## src/rtl/jacobi_result_tx.sv

```systemverilog
// jacobi_result_tx: streams the N-entry Jacobi solution vector out of the
// shared solution RAM, one word at a time, with a drdy/dack handshake.
// Each word takes a READ cycle (address out), a WAIT cycle (RAM latency),
// then a SHOW state held until the consumer acknowledges.
// Optional build macro: JACOBI_TX_CSUM_EN appends a trailing word that holds
// the 32-bit wrap-around sum of every word sent in the stream.
module jacobi_result_tx #(
   parameter int DATA_W = 32,
   parameter int ADDR_W = 16,
   parameter int N_W    = 8
) (
   input  logic              clk,
   input  logic              reset,
   input  logic              start,
   input  logic [N_W-1:0]    n,
   input  logic [ADDR_W-1:0] base_addr,
   output logic              rd_en,
   output logic [ADDR_W-1:0] rd_addr,
   input  logic [DATA_W-1:0] rd_data,
   output logic [DATA_W-1:0] dout,
   output logic              drdy,
   input  logic              dack,
   output logic              busy,
   output logic              done
);

   typedef enum logic [2:0] {
      S_IDLE,
      S_READ,
      S_WAIT,
      S_SHOW,
      S_DONE
`ifdef JACOBI_TX_CSUM_EN
      , S_CSUM
`endif
   } state_t;

   state_t              state_q, state_d;
   logic [N_W-1:0]      n_q, n_d;
   logic [ADDR_W-1:0]   base_q, base_d;
   logic [N_W-1:0]      idx_q, idx_d;
   logic [DATA_W-1:0]   dout_q, dout_d;
`ifdef JACOBI_TX_CSUM_EN
   logic [DATA_W-1:0]   sum_q, sum_d;
`endif

   // State and datapath registers; reset aborts any stream in flight.
   always_ff @(posedge clk or posedge reset) begin
      if (reset) begin
         state_q <= S_IDLE;
         n_q     <= '0;
         base_q  <= '0;
         idx_q   <= '0;
         dout_q  <= '0;
`ifdef JACOBI_TX_CSUM_EN
         sum_q   <= '0;
`endif
      end else begin
         state_q <= state_d;
         n_q     <= n_d;
         base_q  <= base_d;
         idx_q   <= idx_d;
         dout_q  <= dout_d;
`ifdef JACOBI_TX_CSUM_EN
         sum_q   <= sum_d;
`endif
      end
   end

   // Next-state logic: sequencing of read, capture and handshake per word.
   always_comb begin
      state_d = state_q;
      n_d     = n_q;
      base_d  = base_q;
      idx_d   = idx_q;
      dout_d  = dout_q;
`ifdef JACOBI_TX_CSUM_EN
      sum_d   = sum_q;
`endif
      case (state_q)
         S_IDLE: begin
            if (start) begin
`ifdef JACOBI_TX_CSUM_EN
               sum_d = '0;
`endif
               if (n != '0) begin
                  n_d     = n;
                  base_d  = base_addr;
                  idx_d   = '0;
                  state_d = S_READ;
               end else begin
                  // Empty vector: no reads, just signal completion
                  // (or send the zero checksum first).
`ifdef JACOBI_TX_CSUM_EN
                  dout_d  = '0;
                  state_d = S_CSUM;
`else
                  state_d = S_DONE;
`endif
               end
            end
         end
         S_READ: state_d = S_WAIT;
         S_WAIT: begin
            // RAM data is valid exactly one cycle after the read strobe.
            dout_d  = rd_data;
            state_d = S_SHOW;
         end
         S_SHOW: begin
            if (dack) begin
`ifdef JACOBI_TX_CSUM_EN
               sum_d = sum_q + dout_q;
`endif
               if (idx_q == (n_q - N_W'(1))) begin
`ifdef JACOBI_TX_CSUM_EN
                  dout_d  = sum_q + dout_q;
                  state_d = S_CSUM;
`else
                  state_d = S_DONE;
`endif
               end else begin
                  idx_d   = idx_q + N_W'(1);
                  state_d = S_READ;
               end
            end
         end
`ifdef JACOBI_TX_CSUM_EN
         S_CSUM: begin
            if (dack) state_d = S_DONE;
         end
`endif
         S_DONE: state_d = S_IDLE;
         default: state_d = S_IDLE;
      endcase
   end

   // Outputs decode directly from the state so reset clears them at once.
   assign rd_en   = (state_q == S_READ);
   assign rd_addr = base_q + ADDR_W'(idx_q);
   assign dout    = dout_q;
   assign done    = (state_q == S_DONE);
`ifdef JACOBI_TX_CSUM_EN
   assign drdy    = (state_q == S_SHOW) || (state_q == S_CSUM);
   assign busy    = (state_q == S_READ) || (state_q == S_WAIT) ||
                    (state_q == S_SHOW) || (state_q == S_CSUM);
`else
   assign drdy    = (state_q == S_SHOW);
   assign busy    = (state_q == S_READ) || (state_q == S_WAIT) ||
                    (state_q == S_SHOW);
`endif

endmodule
```

## config.mk

```make
export PLATFORM = sky130hd
export DESIGN_NAME = jacobi_result_tx
export DESIGN_NICKNAME = d
export VERILOG_FILES = /design/src/rtl/jacobi_result_tx.sv
export SDC_FILE = /design/constraint.sdc
export NUM_CORES = 1
export LEC_CHECK = 0
export BUFFER_PORTS_ARGS = -buffer_cell sky130_fd_sc_hd__clkbuf_2
export CORE_MARGIN = 4
export CORE_UTILIZATION = 30
export DETAILED_ROUTE_END_ITERATION = 10
export GPL_TIMING_DRIVEN = 0
export MAX_ROUTING_LAYER = met4
export PLACE_DENSITY = 0.56
export SKIP_LAST_GASP = 1
export SYNTH_ARGS = -nofsm -noshare
export SYNTH_HDL_FRONTEND = slang
export SYNTH_SLANG_ARGS = --single-unit
```

## constraint.sdc

```tcl
create_clock -name clk -period 3.05 [get_ports clk]
set_input_delay 0.7625 -clock clk [delete_from_list [all_inputs] [get_ports clk]]
set_output_delay 0.7625 -clock clk [all_outputs]
set_load 0.02 [all_outputs]
```

==> run summary <==
PLACEMENT
--------------------------------------------------------------------------------------
Post-Place Worst Slack                                                      -0.4040 ns
Total of buffers placed on input and output ports                                  111
Area post-placement                                                           4155 µm²
Post-DP HPWL                                                                   6260 µm
Global placement routability congestion                                         0.7589

GLOBAL ROUTING
--------------------------------------------------------------------------------------
Overflow left after global routing                                                   0
GRT Overall Usage                                                               0.1378
Number of antenna violations at the first check in global routing                    0
Global-route wire length before repair                                        13790 µm
Via count of the first global-routing pass                                        2877
Maximum number of pins on one net before global-route repair                        68

SYNTH
--------------------------------------------------------------------------------------
Most used flip-flop cell after synthesis                                  sky130_fd_sc_hd__dfrtp_1
Netlist cell types                                                                  51
Post-Syn Nets                                                                      397
Register area share after synthesis                                             0.4899
Complex-gate fraction of the synthesized area                                  0.07422
Synth top area share                                                            0.4899
Yosys warns                                                                          0
Xor/xnor cell area share of the yosys netlist                                  0.06362
Dominant cell by count in the synthesized netlist                         sky130_fd_sc_hd__nand2_1
Synthesized netlist cell count                                                     326
Adder-cell share of the synthesized area                                       0.04241
Post-synth EDFFs                                                                     0
Multiplexer fraction of the synthesized cell area                               0.1086
Register bit total from synthesis                                                   67
Main combinational cell family by area after synthesis                    simple AND/OR/NAND/NOR gates
Syn Area/Cell                                                                10.50 µm²
Simple-gate share of the synthesized area                                       0.1828
Cell accounting for the most synthesized area                             sky130_fd_sc_hd__dfrtp_1
Synth async-reset ratio                                                          1.000
Ranking of synthesized cells by area                                      sky130_fd_sc_hd__dfrtp_1 49%, sky130_fd_sc_hd__mux2_2 11%, sky130_fd_sc_hd__nand2_1 7.7%, sky130_fd_sc_hd__xnor2_1 4.4%, sky130_fd_sc_hd__ha_1 3.7%
Post-synth top cells                                                      70 x sky130_fd_sc_hd__nand2_1, 67 x sky130_fd_sc_hd__dfrtp_1, 33 x sky130_fd_sc_hd__mux2_2
Netlist area before placement                                                 3422 µm²

ROUTING
--------------------------------------------------------------------------------------
Detailed router's first-iteration violation count                                  102
Post-detailed-route wirelength per cell                                       13.73 µm
WL final                                                                       8304 µm
Via count                                                                         2772
1st-pass router iterations                                                           6
Number of antenna-violating nets in the routed design                                0
Detail-routed via count per cell                                                 4.582
Residual DRC count                                                                   0

TIMING
--------------------------------------------------------------------------------------
Final worst-path setup slack                                                -0.1195 ns
Unrepaired setup endpoints after global routing                                    yes
Slew at the pin closest to its max-slew limit                                0.8025 ns
Worst slew margin                                                               0.4650
Tmin final                                                                    3.169 ns
Fin Clk Skew                                                               0.004287 ns
Final setup violation count                                                          7
Hold Slack                                                                   0.4853 ns
Hold Fails Final Rpt                                                                 0
Fin crit share                                                                   1.039
Timing-limited maximum frequency                                            0.3155 GHz
Post-Route Setup TNS                                                        -0.5555 ns
Final Max Tran Viols                                                                 0

FINISH
--------------------------------------------------------------------------------------
Antenna diode instance count                                                         0
Final standard cell area without fillers                                      4797 µm²
Area occupied by registers                                                    1679 µm²
Total area of multi-input combinational cells                                 1784 µm²
Ratio of cells with drive above 1 in the final layout                           0.4731
Area Overhead vs Synth                                                          40.18%
Number of nets in the layout                                                       531
Number of fill cells in the layout                                                1077

CLOCK TREE
--------------------------------------------------------------------------------------
Number of buffers between clock root and the deepest sink                            2
Inserted Clock Buffers                                                               9
CTS tree                                                                           yes
Root buffer cell                                                          sky130_fd_sc_hd__clkbuf_16
Hold buffer count at CTS                                                             0
H-tree Lvls                                                                          3
Skew-Pair Late Insertion Delay                                                 0.33 ns
Clock slew at the register clock pins of the worst setup and hold paths        0.06 ns
Clock sink total                                                                    67

POWER AND IR DROP
--------------------------------------------------------------------------------------
Reported leakage power                                                     0.002324 µW
Power density over cell area                                               1158 nW/µm²
Worst voltage drop across the vdd grid                                     0.0005138 V
Overall power after layout                                                     5553 µW

SETUP PATH
--------------------------------------------------------------------------------------
Category of the most critical setup path                                  flip-flop to primary output
Cell mode on critical path                                                sky130_fd_sc_hd__o21ai_2
Biggest fanout along the worst timing path                                           4
WP data required                                                               2.29 ns
Max incr delay on CP                                                           0.39 ns
Critical path capture point type                                          primary output
WP buf/inv                                                                           2
Slowest stage cell on the critical path                                   sky130_fd_sc_hd__dfrtp_1
Crit path arrival time                                                         2.41 ns
Critical Path, Cell by Cell                                               ha_4 -> inv_2 -> fa_2 -> nor2b_2 -> o21ai_2 -> a21oi_2 -> o21ai_2 -> a21oi_4 -> nand3_2 -> xnor2_1 -> buf_4
Dominant delay contributor by cell family on the critical path            compound AO/OA/AOI/OAI gates
Type of origin of the critical path                                          flip-flop

FLOORPLANNING
--------------------------------------------------------------------------------------
Row Count                                                                           38
Boundary Pins                                                                      112
Effective utilization at floorplan                                              0.3116
Die X-Extent                                                                  114.8 µm
Height of the die                                                             114.8 µm
Core Footprint                                                               10980 µm²
Floorplan die area                                                           13180 µm²

RUN
--------------------------------------------------------------------------------------
Max Cap Viol                                                                         0

STATUS
--------------------------------------------------------------------------------------
Status                                                                    complete, but fails checks
Violated checks                                                           setup timing

WORST HOLD PATH
--------------------------------------------------------------------------------------
Class of the most critical hold timing path                               flip-flop to flip-flop

==> state kept, by name, summed over array words and instances (netlist names) <==
register and flops:
dout 32, n_q 8, idx_q 8, state_q 3, base_q 16
==> kinds of logic (layout without fill, tap and decap cells) <==
logic type / count (synthesis) / after routing
DFF: 67 / 67
muxes: 33 / 33
adders and majority gates: 11 / 11
and+or+nand+nor: 127 / 127
xor gates and xnor gates: 24 / 24
buffers and inverters: 26 / 165
AOI/OAI and AO/OA: 38 / 38
==> layer usage <==
| layer | track usage | routed length (µm) |
|---|---|---|
| met5 | - | 0 |
| met4 | 0.06338 | 153 |
| met3 | 0.04000 | 594 |
| met2 | 0.2018 | 3801 |
| met1 | 0.1763 | 3755 |
==> metrics by stage <==
step | std cells | utilization
floorplan | 326 | -
global placement | 577 | 0.3781
detailed placement | 577 | 0.3783
CTS | 606 | 0.4260
global route | 605 | 0.4368
finish | 605 | 0.4368
==> cells in the final DEF, fill, tap and decap left out, types with 3 or more instances in the layout <==
cell type	n
sky130_fd_sc_hd__and3_1	5
sky130_fd_sc_hd__xor2_1	6
sky130_fd_sc_hd__clkbuf_2	102
sky130_fd_sc_hd__o21ai_0	5
sky130_fd_sc_hd__mux2_2	33
sky130_fd_sc_hd__ha_1	6
sky130_fd_sc_hd__nand3_1	8
sky130_fd_sc_hd__nor3_1	5
sky130_fd_sc_hd__or4_1	3
sky130_fd_sc_hd__o21a_1	3
sky130_fd_sc_hd__clkbuf_16	9
sky130_fd_sc_hd__clkbuf_1	8
sky130_fd_sc_hd__clkbuf_8	5
sky130_fd_sc_hd__xnor2_1	14
sky130_fd_sc_hd__nor3b_1	3
sky130_fd_sc_hd__ha_4	4
sky130_fd_sc_hd__xnor2_2	4
sky130_fd_sc_hd__nor2_1	6
sky130_fd_sc_hd__inv_1	10
sky130_fd_sc_hd__buf_4	19
sky130_fd_sc_hd__a21oi_1	9
sky130_fd_sc_hd__buf_6	4
sky130_fd_sc_hd__nand2b_4	3
sky130_fd_sc_hd__nand2_1	70
sky130_fd_sc_hd__dfrtp_1	65
sky130_fd_sc_hd__nand3_2	4
sky130_fd_sc_hd__o21ai_2	4
==> path summary, 6_finish.rpt <==
kind | start | endpoint | slack [ns] | cells past startpoint
max in group asynchronous | reset | idx_q[0]$_DFFE_PP0P_ | 1.90 | 2
min in group asynchronous | reset | dout[16]$_DFFE_PP0P_ | 0.59 | 2
worst min-delay path | base_q[4]$_DFFE_PP0P_ | base_q[4]$_DFFE_PP0P_ | 0.49 | 2
worst min register to register | base_q[4]$_DFFE_PP0P_ | base_q[4]$_DFFE_PP0P_ | 0.49 | 2
worst max register to register | n_q[0]$_DFFE_PP0P_ | idx_q[5]$_DFFE_PP0P_ | 0.67 | 9
worst max-delay path | base_q[0]$_DFFE_PP0P_ | rd_addr[14] | -0.12 | 11
==> where the power goes <==
| group | switching, µW | leakage (µW) | internal (µW) | total, µW |
|---|---|---|---|---|
| logic | 1490 | 0.00135 | 1270 | 2760 |
| registers | 336 | 0.000814 | 1310 | 1650 |
| clock network | 383 | 0.000158 | 762 | 1150 |
==> cell type report <==
cell class              instances  share of cell area
clock buffers                  11             0.05269
repair buffers                123              0.1435
well taps                     140             0.03652
multi-input cells             233              0.3719
plain buffers                  14             0.01800
flip-flops and latches         67              0.3500
inverters                      12            0.009911
clock inverters                 5             0.01748
==> worst reg2reg max path: cells and delay by family, from the launching register on <==
kind / cells / cell delay, ns
compound gates: 6 / 1.21
flops: 1 / 0.45
fa+ha+maj: 1 / 0.23
buf+inv: 2 / 0.33
==> timing repair <==
item / 4_1_cts / 5_1_grt
endpoints found under the setup margin: 10 / 11
gates resized for setup: 26 / 32
setup buffers: 13 / 4
pin swaps: 16 / 19
hold endpoints to repair: 0 / 0
No activity file was read; power rests on OpenSTA's default activity.
